<file path="src/rtl/regfile_pkg.sv">
// rtl/regfile_pkg.sv - shared widths and FSM state type for the register-file write arbiter
package regfile_pkg;

  localparam int AW   = 5;
  localparam int DW   = 32;
  localparam int NREG = 32;

  typedef enum logic [0:0] {
    ST_SWEEP = 1'b0,
    ST_ARB   = 1'b1
  } rfarb_state_t;

endpackage

</file>
<file path="src/rtl/rr_arbiter.sv">
// rtl/rr_arbiter.sv - combinational round-robin pick starting at ptr_i; one-hot grant plus winner index
module rr_arbiter #(
  parameter int N  = 2,
  parameter int IW = $clog2(N)
) (
  input  logic [N-1:0]  valid_i,
  input  logic [IW-1:0] ptr_i,
  output logic [N-1:0]  grant_o,
  output logic [IW-1:0] winner_o
);

  logic          found;
  logic [IW-1:0] cand;

  always_comb begin
    found    = 1'b0;
    grant_o  = '0;
    winner_o = '0;
    cand     = '0;
    for (int k = 0; k < N; k++) begin
      cand = IW'((int'(ptr_i) + k) % N);
      if (!found && valid_i[cand]) begin
        found         = 1'b1;
        grant_o[cand] = 1'b1;
        winner_o      = cand;
      end
    end
  end

endmodule

</file>
<file path="src/rtl/regfile_write_arbiter.sv">
// rtl/regfile_write_arbiter.sv - zeroing sweep then round-robin sharing of the register file write port
module regfile_write_arbiter #(
  parameter int NREQ    = 2,
  parameter int AW      = regfile_pkg::AW,
  parameter int DW      = regfile_pkg::DW,
  parameter bit ZERO_R0 = 1'b1
) (
  input  logic                         clk,
  input  logic                         clr_n,
  input  logic                         init_req,
  output logic                         busy,
  input  logic [NREQ-1:0]              req_valid,
  output logic [NREQ-1:0]              req_ready,
  input  logic [NREQ-1:0][AW-1:0]      req_addr,
  input  logic [NREQ-1:0][DW-1:0]      req_data,
  output logic                         rf_regwrite,
  output logic [AW-1:0]                rf_writereg,
  output logic [DW-1:0]                rf_data,
  output logic [$clog2(NREQ)-1:0]      grant_id
);

  import regfile_pkg::*;

  localparam int IW = $clog2(NREQ);

  rfarb_state_t  state_q, state_d;
  logic [AW-1:0] idx_q, idx_d;
  logic [IW-1:0] ptr_q, ptr_d;
  logic          we_q, we_d;
  logic [AW-1:0] wr_q, wr_d;
  logic [DW-1:0] data_q, data_d;
  logic [IW-1:0] gid_q, gid_d;

  logic [NREQ-1:0] arb_valid;
  logic [NREQ-1:0] grant;
  logic [IW-1:0]   winner;
  logic            accept;
  logic [AW-1:0]   sel_addr;
  logic [DW-1:0]   sel_data;

  // init_req in arbitration blocks the grant so nothing is lost when the sweep starts
  assign arb_valid = (state_q == ST_ARB && !init_req) ? req_valid : '0;

  rr_arbiter #(.N(NREQ), .IW(IW)) u_rr (
    .valid_i  (arb_valid),
    .ptr_i    (ptr_q),
    .grant_o  (grant),
    .winner_o (winner)
  );

  assign accept   = |grant;
  assign sel_addr = req_addr[winner];
  assign sel_data = req_data[winner];

  always_comb begin
    state_d = state_q;
    idx_d   = idx_q;
    ptr_d   = ptr_q;
    gid_d   = gid_q;
    we_d    = 1'b0;
    wr_d    = '0;
    data_d  = '0;
    if (state_q == ST_SWEEP) begin
      // the sweep ends once the last register's write is already on the outputs
      if (we_q && wr_q == AW'(NREG - 1)) begin
        state_d = ST_ARB;
        idx_d   = '0;
      end else begin
        we_d  = 1'b1;
        wr_d  = idx_q;
        idx_d = idx_q + 1'b1;
      end
    end else begin
      if (accept) begin
        gid_d = winner;
        ptr_d = (winner == IW'(NREQ - 1)) ? '0 : winner + 1'b1;
        if (!(ZERO_R0 && sel_addr == '0)) begin
          we_d   = 1'b1;
          wr_d   = sel_addr;
          data_d = sel_data;
        end
      end
      if (init_req) begin
        state_d = ST_SWEEP;
        idx_d   = '0;
      end
    end
  end

  always_ff @(posedge clk or negedge clr_n) begin
    if (!clr_n) begin
      state_q <= ST_SWEEP;
      idx_q   <= '0;
      ptr_q   <= '0;
      gid_q   <= '0;
      we_q    <= 1'b0;
      wr_q    <= '0;
      data_q  <= '0;
    end else begin
      state_q <= state_d;
      idx_q   <= idx_d;
      ptr_q   <= ptr_d;
      gid_q   <= gid_d;
      we_q    <= we_d;
      wr_q    <= wr_d;
      data_q  <= data_d;
    end
  end

  assign busy        = (state_q == ST_SWEEP);
  assign req_ready   = grant;
  assign rf_regwrite = we_q;
  assign rf_writereg = wr_q;
  assign rf_data     = data_q;
  assign grant_id    = gid_q;

endmodule
</file>
<file path="config.mk">
export PLATFORM = sky130hd
export DESIGN_NAME = regfile_write_arbiter
export DESIGN_NICKNAME = d
export VERILOG_FILES = /design/src/rtl/regfile_pkg.sv /design/src/rtl/rr_arbiter.sv /design/src/rtl/regfile_write_arbiter.sv
export SDC_FILE = /design/constraint.sdc
export NUM_CORES = 1
export LEC_CHECK = 0
export ABC_AREA = 1
export BUFFER_PORTS_ARGS = -buffer_cell sky130_fd_sc_hd__buf_2
export CORE_ASPECT_RATIO = 0.5
export CORE_MARGIN = 2
export CORE_UTILIZATION = 45
export CTS_BUF_LIST = sky130_fd_sc_hd__clkbuf_8
export CTS_CLUSTER_SIZE = 20
export DETAILED_ROUTE_END_ITERATION = 12
export PLACE_DENSITY = 0.8
export SETUP_SLACK_MARGIN = 0.1
export SYNTH_ARGS = -nofsm -noshare
export SYNTH_HDL_FRONTEND = slang
export SYNTH_SLANG_ARGS = --single-unit
</file>
<file path="constraint.sdc">
create_clock -name clk -period 1.6 [get_ports clk]
set_input_delay 0.08 -clock clk [delete_from_list [all_inputs] [get_ports clk]]
set_output_delay 0.08 -clock clk [all_outputs]
set_load 0.02 [all_outputs]
</file>
==> out/results.txt <==
Reg2reg start: ptr_q
Die area: 5720 um^2
GPL Wtd Cong: 0.830
Cell area after synthesis: 2290 um^2
Post-synthesis register bit count: 46
Clk slew on worst S/H paths: 80 ps
RSZ-0062 raised after global routing: yes
Core Area: 4910 um^2
Worst-case clock buffer depth: 2
Avg Vias per Cell: 4.67
Final period util: 105%
Share of cells above drive strength 1: 47.4%
CTS root buffer: clkbuf_8
# DRC: 0
Pwr Total: 0.00338 W
Post-synthesis sequential area ratio: 50.2%
Synth Warn #: 0
Final non-filler cell total: 509
CTS tree: yes
Initial antenna violation count: 0
# setup viols final: 33
Req. time, crit path: 1790 ps
Via count of the first global-routing pass: 1962
TritonRoute pass-1 iters: 4
CP Max Fanout: 8
Fin. max-slew vios: 0
Site Rows: 18
NumNets Final: 518
Chip width: 105 um
Height of the die: 54.5 um
H-tree level count: 2
Max IR drop VDD: 586 uV
GR met2 Demand/Resource: 37.6%
Setup Skew: 7.56 ps
Power per cell area: 973 nW/um^2
Starting Density: 46.7%
Antenna viol nets, final: 0
Initial DRC count: 73
Worst Max-Slew Pin Slew: 554 ps
Area after DPL: 3030 um^2
Antenna fix cells: 0
DR WL/cell: 12.9 um
GR Util met1: 22.1%
Total Neg Setup Slack: -1930 ps
Final WL: 6.55 mm
Total gr overflow: 0
# port buffers: 120
Final hold vios: 0
Placed Instances: 478
First-pass GRT wire length: 8.51 mm
Unique cell type count in the Yosys netlist: 24
Final instance area: 3480 um^2
Slew headroom: 63.1%
Clk Latency, worst-skew pair: 290 ps
Via Count: 2375
Net count after synthesis: 367
Cts bufs inserted: 5
Status: complete, but fails checks
Crit start category: flop
Fin crit period: 1670 ps
Synth area leaders: dfrtp_1 50%, nand2_1 18%, inv_1 8.2%
Gr usage total: 19.4%
CP Capture Type: flop
Post-synth top area share: 50.2%
GRT met3 Usage: 4.05%
Dpl hpwl: 3.94 mm
Max Fclk: 597 MHz
Cell taking the most area after synthesis: dfrtp_1
Failing checks: negative setup slack
Worst setup path category: flop to flop
CP startpoint: ptr_q
Largest net degree at the start of global routing: 47
Clock Sinks: 46
Area delta synth->final: 51.7%
Num ports: 121
Syn_area_per_cell: 7.99 um^2
Leakage power: 2.15 nW
Gate Count Post-Synth: 287
Global routing's busiest layer: met2
Hold WC Path Type: input pin to flop
Final Worst Setup Slack: -74.8 ps
Hold_sp: req_data[33]
Max cap viols: 0
Worst Path Arrival: 1860 ps
## report_power, final
group / leakage (nW) / internal (W) / switching, W
logic: 1.48 / 0.000512 / 0.000671
clock network: 0.0524 / 0.000343 / 0.000373
registers: 0.613 / 0.00136 / 0.000124
total: 2.15 / 0.00222 / 0.00117
## cell usage in the layout, fill, tap and decap left out
| cell | synthesis | final |
|---|---|---|
| clkbuf_8 | 0 | 6 |
| nand2_1 | 112 | 106 |
| o21bai_4 | 1 | 1 |
| buf_12 | 0 | 3 |
| nand3_4 | 1 | 1 |
| inv_6 | 0 | 1 |
| inv_1 | 50 | 51 |
| xnor2_1 | 1 | 1 |
| buf_2 | 4 | 118 |
| buf_4 | 0 | 20 |
| nor2_2 | 30 | 23 |
| xor2_1 | 2 | 2 |
| buf_8 | 0 | 2 |
| nor2_4 | 1 | 10 |
| nor2_1 | 4 | 2 |
| mux2i_1 | 1 | 1 |
| nand2_4 | 0 | 1 |
| buf_16 | 0 | 1 |
| nand4_1 | 2 | 2 |
| nand3_1 | 4 | 4 |
| nand2_2 | 3 | 8 |
| ha_1 | 1 | 1 |
| nand3b_1 | 2 | 2 |
| o21ai_0 | 5 | 5 |
| buf_6 | 4 | 7 |
| dlygate4sd3_1 | 0 | 1 |
| o21ai_4 | 0 | 1 |
| clkbuf_16 | 0 | 2 |
| clkinv_2 | 0 | 1 |
| dfrtp_1 | 46 | 46 |
| nand3_2 | 1 | 1 |
| inv_2 | 2 | 1 |
| o22ai_1 | 7 | 7 |
## area by class of cell
class                           instances  area [um^2]
Fill cell                             383         1430
Sequential cell                        46         1150
Timing Repair Buffer                  154          997
Multi-Input combinational cell        179          951
Inverter                               52          200
Tap cell                               70         87.6
Clock buffer                            6         82.6
Clock inverter                          2         8.76
## metal layers
metal	up-vias	routed length, um	part of all wire, %
met1	1117	2590	40
met2	97	3470	53
met4	0	169	2.6
met3	20	323	4.9
li1	1141	-	-
met5	-	0	0
## cell usage after synthesis, drive strengths merged
| library cell | number |
|---|---|
| ha | 1 |
| nand3 | 6 |
| mux2i | 1 |
| dfrtp | 46 |
| nand2 | 115 |
| o21bai | 1 |
| buf | 8 |
| o22ai | 7 |
| o21ai | 6 |
| nand3b | 2 |
| nand4 | 2 |
| xnor2 | 1 |
| clkbuf | 2 |
| xor2 | 2 |
| inv | 52 |
| nor2 | 35 |
## path summary, 6_finish.rpt
kind | cells past startpoint | to | slack [ps]
min reg2reg | 2 | grant_id | 520
max in group asynchronous | 3 | rf_regwrite | 800
min in group asynchronous | 3 | rf_data[4] | 410
max | 10 | rf_data[22] | -70
max reg2reg | 10 | rf_data[22] | -70
min | 5 | rf_data[1] | 80
## worst max-delay path: stages (launching register included)
cell       delay, ps
dfrtp_1          400
inv_1             90
nand2_2           80
nand3_4          150
nand2_1          110
nand2_2          110
nand3_2          100
o21bai_4         190
buf_6            150
clkbuf_16        150
nor2_4            30
## flip-flops by register name (all words and copies together) (netlist names)
register and count:
rf_data 32, idx_q 5, rf_writereg 5, grant_id 1
ptr_q 1, rf_regwrite 1, state_q 1
## through the flow
stage	worst slack [ps]	hold WS (ps)	util, %
global placement	77.6	195	61.7
floorplan	70.2	-216	-
global route	-147	85.9	70.8
finish	-74.8	84.2	70.8
CTS	48.8	40.9	66.8
detailed placement	15.8	197	61.7
## timing repair
action | in CTS | in global routing
pin swaps | 4 | 14
hold buffers | 1 | 0
gates cloned | 1 | 2
endpoints found under the setup margin | 34 | 35
endpoints found under the hold margin | 46 | 0
resized for setup | 10 | 25
buffers inserted | 12 | 7
## cells by family after synthesis
logic type               synth area share (%)
multiplexers                            0.437
AND/OR/NAND/NOR                          31.8
flip-flops                               50.2
AO/OA/AOI/OAI                            4.20
buffers and inverters                    11.7
XOR/XNOR                                 1.15
adder cells (fa/ha/maj)                 0.546
No activity file was read; power rests on OpenSTA's default activity.
